`config.mk`:
```
export PLATFORM = sky130hd
export DESIGN_NAME = pixel_controller
export DESIGN_NICKNAME = d
export VERILOG_FILES = /design/src/rtl/pixel_controller.sv
export SDC_FILE = /design/constraint.sdc
export NUM_CORES = 1
export LEC_CHECK = 0
export BUFFER_PORTS_ARGS = -buffer_cell sky130_fd_sc_hd__buf_4
export CORE_AREA = 8 8 70 72
export DETAILED_ROUTE_END_ITERATION = 8
export DIE_AREA = 0 0 78 80
export SYNTH_ARGS = -nofsm -noshare
export SYNTH_HDL_FRONTEND = slang
export SYNTH_SLANG_ARGS = --single-unit
```
`constraint.sdc`:
```
create_clock -name clk -period 4.77 [get_ports clk]
set_input_delay 0.477 -clock clk [delete_from_list [all_inputs] [get_ports clk]]
set_output_delay 0.477 -clock clk [all_outputs]
set_load 0.005 [all_outputs]
```
`src/rtl/pixel_controller.sv`:
```
// Scan sequencer for an 8-digit seven-segment display: digit select, active-low anodes, frame pulse.
// Latency: all outputs registered; seg_sel/anode change together on the slot-boundary edge.
// Backpressure: none; free-running scan, en_mask only gates the anode, never the timing.
module pixel_controller #(
  parameter int TICK_COUNT   = 100000,
  parameter int BLANK_CYCLES = 1000
) (
  input  logic       clk,
  input  logic       reset,
  input  logic [7:0] en_mask,
  output logic [2:0] seg_sel,
  output logic [7:0] anode,
  output logic       frame_tick
);

  localparam int              CW       = $clog2(TICK_COUNT);
  localparam logic [CW-1:0]   CNT_LAST = CW'(TICK_COUNT - 1);
  // Slot positions below this value are lit; the rest of the slot is the blank tail.
  localparam logic [31:0]     LIT_LEN  = 32'(TICK_COUNT - BLANK_CYCLES);

  typedef enum logic [2:0] {
    S0 = 3'd0, S1 = 3'd1, S2 = 3'd2, S3 = 3'd3,
    S4 = 3'd4, S5 = 3'd5, S6 = 3'd6, S7 = 3'd7
  } state_t;

  state_t        state;
  state_t        state_nxt;
  logic [CW-1:0] count;
  logic [CW-1:0] count_nxt;
  logic          slot_end;
  logic          lit_nxt;

  // Next-state slot position; the anode is decoded from it so it lines up with seg_sel/count.
  always_comb begin
    slot_end  = (count == CNT_LAST);
    count_nxt = slot_end ? '0 : count + 1'b1;
    state_nxt = slot_end ? state_t'(state + 3'd1) : state;
    lit_nxt   = ({{(32 - CW){1'b0}}, count_nxt} < LIT_LEN) && en_mask[state_nxt];
  end

  // Slot counter, digit FSM and registered outputs.
  always_ff @(posedge clk) begin
    if (reset) begin
      count      <= '0;
      state      <= S0;
      anode      <= 8'hFF;
      frame_tick <= 1'b0;
    end else begin
      count      <= count_nxt;
      state      <= state_nxt;
      anode      <= lit_nxt ? ~(8'h01 << state_nxt) : 8'hFF;
      frame_tick <= slot_end && (state == S7);
    end
  end

  assign seg_sel = state;

endmodule
```
==> flow_summary_export.csv, run 1 <==
group,metric,value,unit
outcome,outcome,"finished, final reports clean",
synthesis,synth_edf_count,0,
clock_tree,clk_root_buffer_cell,"sky130_fd_sc_hd__clkbuf_8",
worst_setup_path,setup.worst_path.end_class,"register",
sta,timing.final.crit_share,57.2,%
synthesis,synthesis.nets,213,
clock_tree,worst_setup_hold_path_clk_slew,60,ps
detailed_routing,post_drt_wl_per_cell,14.0,microns
synthesis,synth_mux_area_share,2.60,%
final_layout,drive_gt1_share,18.7,%
final_layout,n_fill_cell,397,
sta,fmax,367,MHz
clock_tree,clock_path_buffers,2,
min_path,min_path_type,"in2reg",
sta,setup_violations,0,
synthesis,simple_gate_share_of_the_synthesized_area,33.3,%
worst_setup_path,worst_setup_path_start_kind,"register",
worst_setup_path,crit_required,4990,ps
detailed_routing,drt-total-wl,3.77,mm
detailed_routing,first_pass_detailed_route_iteration_total,4,
sta,timing.setup.tns,0,ps
final_layout,flow.area_growth_from_synthesis,16.2,%
place,place_inst,261,
synthesis,ys_async_sr_fraction,0,%
floorplanning,floorplan.initialDensity,42.4,%
final_layout,layout.cells.most_common,"sky130_fd_sc_hd__nor2_1",
sta,maxSlewHeadroom,60.7,%
sta,timing.final.crit_period,2730,ps
sta,report.final.hold_viol_count,0,
worst_setup_path,timing_worst_setup_path_type,"reg2reg",
synthesis,ys.flop_type,"sky130_fd_sc_hd__dfxtp_1",
synthesis,post_synth_fa_ha_maj_area_fraction,2.30,%
global_route,grtUsageTotal,12.4,%
worst_setup_path,worst-path-max-fanout,8,
global_route,first_pass_grt_wire_length,6.34,mm
global_route,grt_antenna_before_repair,0,
sta,slew_viol_final,0,
synthesis,post_synth.cell_area_avg,8.17,sq um
synthesis,syn_area,1630,sq um
floorplanning,fp.dieArea,6240,sq um
detailed_routing,detail-route-antenna-nets,0,
final_layout,final_cells,269,
detailed_routing,drt_drc_violations_left,0,
synthesis,synthDistinctLibCells,48,
clock_tree,cts_post_setup_buffers_inserted,0,
floorplanning,rows,23,
detailed_routing,drt_iter0_drc,67,
place,port_buffers,21,
synthesis,post_synth_inst_count,200,
final_layout,finalNetCount,231,
synthesis,register_bit_total_from_synthesis,29,
place,dp_hpwl,2.93,mm
synthesis,synth_compound_gate_area_share,12.2,%
floorplanning,fp.dieW,78,microns
flow_run,max_cap_viol_count,0,
clock_tree,cts.htree.levels,2,
final_layout,mostFrequentLayoutCells,"33 x sky130_fd_sc_hd__nor2_1, 29 x sky130_fd_sc_hd__dfxtp_1, 21 x sky130_fd_sc_hd__nand2_1, 21 x sky130_fd_sc_hd__buf_4, 14 x sky130_fd_sc_hd__xnor2_1",
sta,timing.clock.skew,4.45,ps
sta,grt_setup_unrepaired,"false",
global_route,first_global_vias,1363,
detailed_routing,dr_total_vias,1443,
power_and_ir_drop,vdd_drop_max,188,uV
synthesis,synth-xor-area-share,8.58,%
floorplanning,coreArea,3860,sq um
power_and_ir_drop,power.leakage,0.674,nW
clock_tree,worst_skew_pair.late_latency,280,ps
synthesis,dominant_combinational_cell_family_by_area_after_synthesis,"simple AND/OR/NAND/NOR gates",
place,globalplace.congestion,0.976,
synthesis,yosysWarnings,0,
global_route,grt_start_max_net_pins,16,
worst_setup_path,cp_data_arrival_time,2940,ps
final_layout,n_antenna_cell,0,
sta,timing_worst_slew_pin_value,574,ps
clock_tree,hold_buffers,0,
clock_tree,total_cts_buffers,5,
detailed_routing,vias_per_cell,5.36,
clock_tree,resized_cells_post_cts,0,
floorplanning,top_level_ports,22,
power_and_ir_drop,power_density_normalized_to_cell_area,257,nW/um^2
synthesis,fraction_of_the_yosys_area_taken_by_sequential_cells,35.5,%
floorplanning,dieHeight,80,microns
clock_tree,tritoncts_clock_tree,"yes",
clock_tree,numClockSinks,29,
global_route,grt.overflow.total,0,
final_layout,post-route-util,49.3,%
per-layer routing:
| metal | track usage, % | routed length, microns |
|---|---|---|
| met5 | 0 | 0 |
| met4 | 5.37 | 87 |
| met3 | 4.50 | 155 |
| met2 | 19.0 | 1790 |
| met1 | 15.4 | 1740 |
final timing paths:
| kind | start | endpoint | slack [ps] | cells past startpoint |
|---|---|---|---|---|
| min | reset | count[2]$_SDFF_PP0_ | 420 | 2 |
| max | count[0]$_SDFF_PP0_ | anode[3]$_SDFF_PP1_ | 2040 | 8 |
| max reg2reg | count[0]$_SDFF_PP0_ | anode[3]$_SDFF_PP1_ | 2040 | 8 |
| min reg2reg | count[0]$_SDFF_PP0_ | count[0]$_SDFF_PP0_ | 500 | 1 |
cells in the mapped netlist (2+ instances only):
cell type | number | share of area (%)
sky130_fd_sc_hd__buf_4 | 2 | 0.92
sky130_fd_sc_hd__xnor2_1 | 14 | 7.5
sky130_fd_sc_hd__nor4_1 | 5 | 1.9
sky130_fd_sc_hd__or3_1 | 3 | 1.1
sky130_fd_sc_hd__nand2b_1 | 3 | 1.1
sky130_fd_sc_hd__dfxtp_1 | 29 | 36
sky130_fd_sc_hd__a21oi_1 | 3 | 0.92
sky130_fd_sc_hd__nor2_1 | 33 | 7.6
sky130_fd_sc_hd__mux2_2 | 2 | 1.4
sky130_fd_sc_hd__mux2i_1 | 2 | 1.2
sky130_fd_sc_hd__xor2_1 | 2 | 1.1
sky130_fd_sc_hd__and3_1 | 2 | 0.77
sky130_fd_sc_hd__buf_2 | 3 | 0.92
sky130_fd_sc_hd__nand3_1 | 5 | 1.5
sky130_fd_sc_hd__a211oi_1 | 2 | 0.92
sky130_fd_sc_hd__o2111ai_1 | 4 | 2.1
sky130_fd_sc_hd__inv_1 | 9 | 2.1
sky130_fd_sc_hd__o21ai_0 | 6 | 1.8
sky130_fd_sc_hd__ha_1 | 3 | 2.3
sky130_fd_sc_hd__nand3_2 | 2 | 1.2
sky130_fd_sc_hd__clkbuf_1 | 4 | 0.92
sky130_fd_sc_hd__and4_1 | 6 | 3.2
sky130_fd_sc_hd__nand2_1 | 21 | 4.8
sky130_fd_sc_hd__nor3_1 | 9 | 2.8
sky130_fd_sc_hd__nand4_1 | 3 | 1.1
report_power, final:
part / leakage, nW / switching, mW / internal (mW)
clock: 0.0542 / 0.0914 / 0.130
sequential: 0.235 / 0.00329 / 0.245
combinational: 0.385 / 0.00884 / 0.00963
total: 0.674 / 0.104 / 0.385
stage by stage:
stage	hold WS, ps	cell area, sq um	worst slack, ps	power (mW)
CTS	411	1900	2090	0.498
detailed placement	489	1800	2110	0.272
finish	422	1900	2040	0.488
global placement	478	1800	2140	0.271
global route	413	1900	1890	0.509
floorplan	459	1630	2420	0.263
critical path: stages, from the launching register on:
cell                        delay (ps)
sky130_fd_sc_hd__dfxtp_1           420
sky130_fd_sc_hd__ha_1              270
sky130_fd_sc_hd__and2_1            230
sky130_fd_sc_hd__nand3_2           170
sky130_fd_sc_hd__nor3_4            420
sky130_fd_sc_hd__mux2i_1           570
sky130_fd_sc_hd__o2111ai_1         180
sky130_fd_sc_hd__and4_1            300
sky130_fd_sc_hd__nand2_1           100
cells by family (layout without fill, tap and decap cells):
family | Yosys count | after routing
fa+ha+maj | 3 | 3
xor+xnor | 16 | 16
buf+inv | 19 | 38
mux | 4 | 4
simple gates | 103 | 103
flops | 29 | 29
compound gates | 26 | 26
registers in the layout (all words and copies together), names as in the netlist:
register,count
count,17
anode,8
seg_sel,3
frame_tick,1
cell type report:
class,instances,area (sq um),share of cell area [%]
tap,50,62.6,3.29
inverter,9,33.8,1.78
clock inverter,1,5.00,0.264
timing repair buffer,21,158,8.30
multi-input combinational,152,963,50.7
clock buffer,7,96.3,5.07
sequential,29,581,30.6
(Power assumes the default switching activity.)
==> run 2, diff against run 1 <==
PLACE_DENSITY = 0.65   (was unset)
clock period = 2.35 ns   (was 4.77 ns; I/O delays follow)
==> run 2 against run 1 <==
Against the previous run: sequential share of layout area decreased by 3.0 points; clock skew up 0.72 ps; critical path depth unchanged; via count up 7.0%; first-iteration DRC count shrank 18%; final area up 11%; clock power up 74%; critical endpoint is now anode[7]$_SDFF_PP1_.
==> flow_summary_export.csv, run 2 (synthesized netlist as in run 1, its figures left out) <==
group,metric,value,unit
outcome,outcome,"finished, final reports clean",
clock_tree,clk_root_buffer_cell,"sky130_fd_sc_hd__clkbuf_8",
sta,timing.clock.skew,5.17,ps
place,place_inst,281,
final_layout,area.sequential,583,sq um
floorplanning,coreArea,3860,sq um
global_route,grtUsageTotal,12.3,%
detailed_routing,first_pass_detailed_route_iteration_total,4,
floorplanning,floorplan.initialDensity,42.4,%
floorplanning,fp.dieArea,6240,sq um
sta,timing.setup.tns,0,ps
final_layout,drive_gt1_share,29.8,%
power_and_ir_drop,power.leakage,0.801,nW
min_path,timing.hold.worst.start,"reset",
sta,maxSlewHeadroom,70.5,%
flow_run,max_cap_viol_count,0,
final_layout,n_antenna_cell,0,
place,dp_hpwl,3.06,mm
detailed_routing,post_drt_wl_per_cell,13.6,microns
worst_setup_path,worst-path-max-fanout,8,
worst_setup_path,cp_data_arrival_time,2430,ps
worst_setup_path,setup.worst_path.end_class,"register",
place,globalplace.congestion,0.855,
worst_setup_path,crit_required,2560,ps
detailed_routing,drt_iter0_drc,55,
final_layout,final_cells,292,
power_and_ir_drop,power_density_normalized_to_cell_area,442,nW/um^2
sta,timing_worst_slew_pin_value,440,ps
sta,post-route-worst-setup-slack,137,ps
detailed_routing,drt-total-wl,3.96,mm
floorplanning,top_level_ports,22,
sta,timing.final.crit_share,94.2,%
clock_tree,worst_skew_pair.late_latency,270,ps
clock_tree,numClockSinks,29,
sta,slew_viol_final,0,
power_and_ir_drop,report.power.total,934,uW
detailed_routing,vias_per_cell,5.29,
place,dpl-instance-area,1950,sq um
final_layout,mostFrequentLayoutCells,"44 x sky130_fd_sc_hd__buf_4, 33 x sky130_fd_sc_hd__nor2_1, 27 x sky130_fd_sc_hd__dfxtp_1",
final_layout,layout.cells.most_common,"sky130_fd_sc_hd__buf_4",
worst_setup_path,r2r-start,"count[0]$_SDFF_PP0_",
worst_setup_path,setup.reg_to_reg.worst_slack,140,ps
final_layout,finalNetCount,254,
global_route,grt_start_max_net_pins,16,
worst_setup_path,worst_setup_path_start_kind,"register",
worst_setup_path,timing_worst_setup_path_type,"reg2reg",
clock_tree,total_cts_buffers,5,
place,place_ws,-8.03,ps
sta,timing.final.crit_period,2210,ps
sta,fmax,452,MHz
sta,timing.hold.ws,199,ps
clock_tree,hold_buffers,0,
floorplanning,rows,23,
clock_tree,clock_path_buffers,2,
final_layout,layout.cell_area.non_filler,2110,sq um
detailed_routing,detail-route-antenna-nets,0,
min_path,hold_critical_path_depth,2,
final_layout,number_of_flip_flops_in_the_largest_register,17,
clock_tree,cts.htree.levels,2,
worst_setup_path,worst_r2r_endpoint,"anode[7]$_SDFF_PP1_",
final_layout,multi_input_area,1020,sq um
worst_setup_path,reg2regPathDepth,8,
floorplanning,fp.dieW,78,microns
clock_tree,tritoncts_clock_tree,"yes",
final_layout,post-route-util,54.8,%
global_route,first_global_vias,1369,
final_layout,n_fill_cell,400,
power_and_ir_drop,vdd_drop_max,416,uV
place,port_buffers,21,
final_layout,flow.area_growth_from_synthesis,29.2,%
detailed_routing,dr_total_vias,1544,
floorplanning,dieHeight,80,microns
global_route,grt_antenna_before_repair,0,
global_route,grt.overflow.total,0,
sta,setup_violations,0,
sta,report.final.hold_viol_count,0,
detailed_routing,drt_drc_violations_left,0,
final_layout,register_containing_the_most_flip_flops_in_the_final_layout,"count",
min_path,min_path_type,"in2reg",
global_route,first_pass_grt_wire_length,6.24,mm
clock_tree,worst_setup_hold_path_clk_slew,60,ps
min_path,worst_case_hold_path_end_point,"count[8]$_SDFF_PP0_",
-- run 2: changes by cell type in the layout (fill, tap and decap cells not counted), sizes merged --
cell / change
clkbuf: +1
buf: +23
clkinv: -1
-- run 2: worst max-delay path by stage --
stage | startpoint | to | slack, ps | cells after the start
finish | count[0]$_SDFF_PP0_ | anode[7]$_SDFF_PP1_ | 140 | 8
global route | count[6]$_SDFF_PP0_ | anode[2]$_SDFF_PP1_ | -30 | 7
CTS | count[5]$_SDFF_PP0_ | anode[0]$_SDFF_PP1_ | 7 | 7
detailed placement | count[5]$_SDFF_PP0_ | anode[7]$_SDFF_PP1_ | -8 | 8
global placement | count[5]$_SDFF_PP0_ | anode[2]$_SDFF_PP1_ | 50 | 7
floorplan | count[0]$_SDFF_PP0_ | anode[0]$_SDFF_PP1_ | 1 | 8
-- run 2: per-layer routing --
layer	wire length [microns]	global-route usage [%]	vias up
met2	1960	20.0	29
met4	44	4.63	0
li1	-	-	784
met1	1780	14.8	725
met5	0	0	-
met3	180	4.05	6
-- run 2: final cells by class --
cell class	instances	share of cell area, %
Multi-Input combinational cell	152	48.4
Sequential cell	29	27.6
Timing Repair Buffer	44	15.6
Clock buffer	8	3.79
Tap cell	50	2.96
Inverter	9	1.60
-- run 2: timing repair --
action / 4_1_cts / 5_1_grt
pin swaps: 0 / 5
hold endpoints to repair: 0 / 0
setup buffers: 0 / 3
setup endpoints to repair: 8 / 8
cloned: 0 / 0
resized for setup: 1 / 14
-- run 2: critical path, cell delays in order, from the launching register on --
cell and delay [ps]:
sky130_fd_sc_hd__dfxtp_1 330, sky130_fd_sc_hd__ha_2 210, sky130_fd_sc_hd__and4_1 240, sky130_fd_sc_hd__nand2b_1 70, sky130_fd_sc_hd__a311o_1 350, sky130_fd_sc_hd__a221o_1 380
sky130_fd_sc_hd__a211oi_4 390, sky130_fd_sc_hd__nor4_1 100, sky130_fd_sc_hd__nand2_1 90
-- run 2: where the power goes --
group | total [mW] | leakage, nW | internal [mW] | switching (mW)
registers | 0.501 | 0.236 | 0.497 | 0.00429
clock network | 0.386 | 0.0395 | 0.210 | 0.176
logic | 0.0470 | 0.526 | 0.0250 | 0.0219
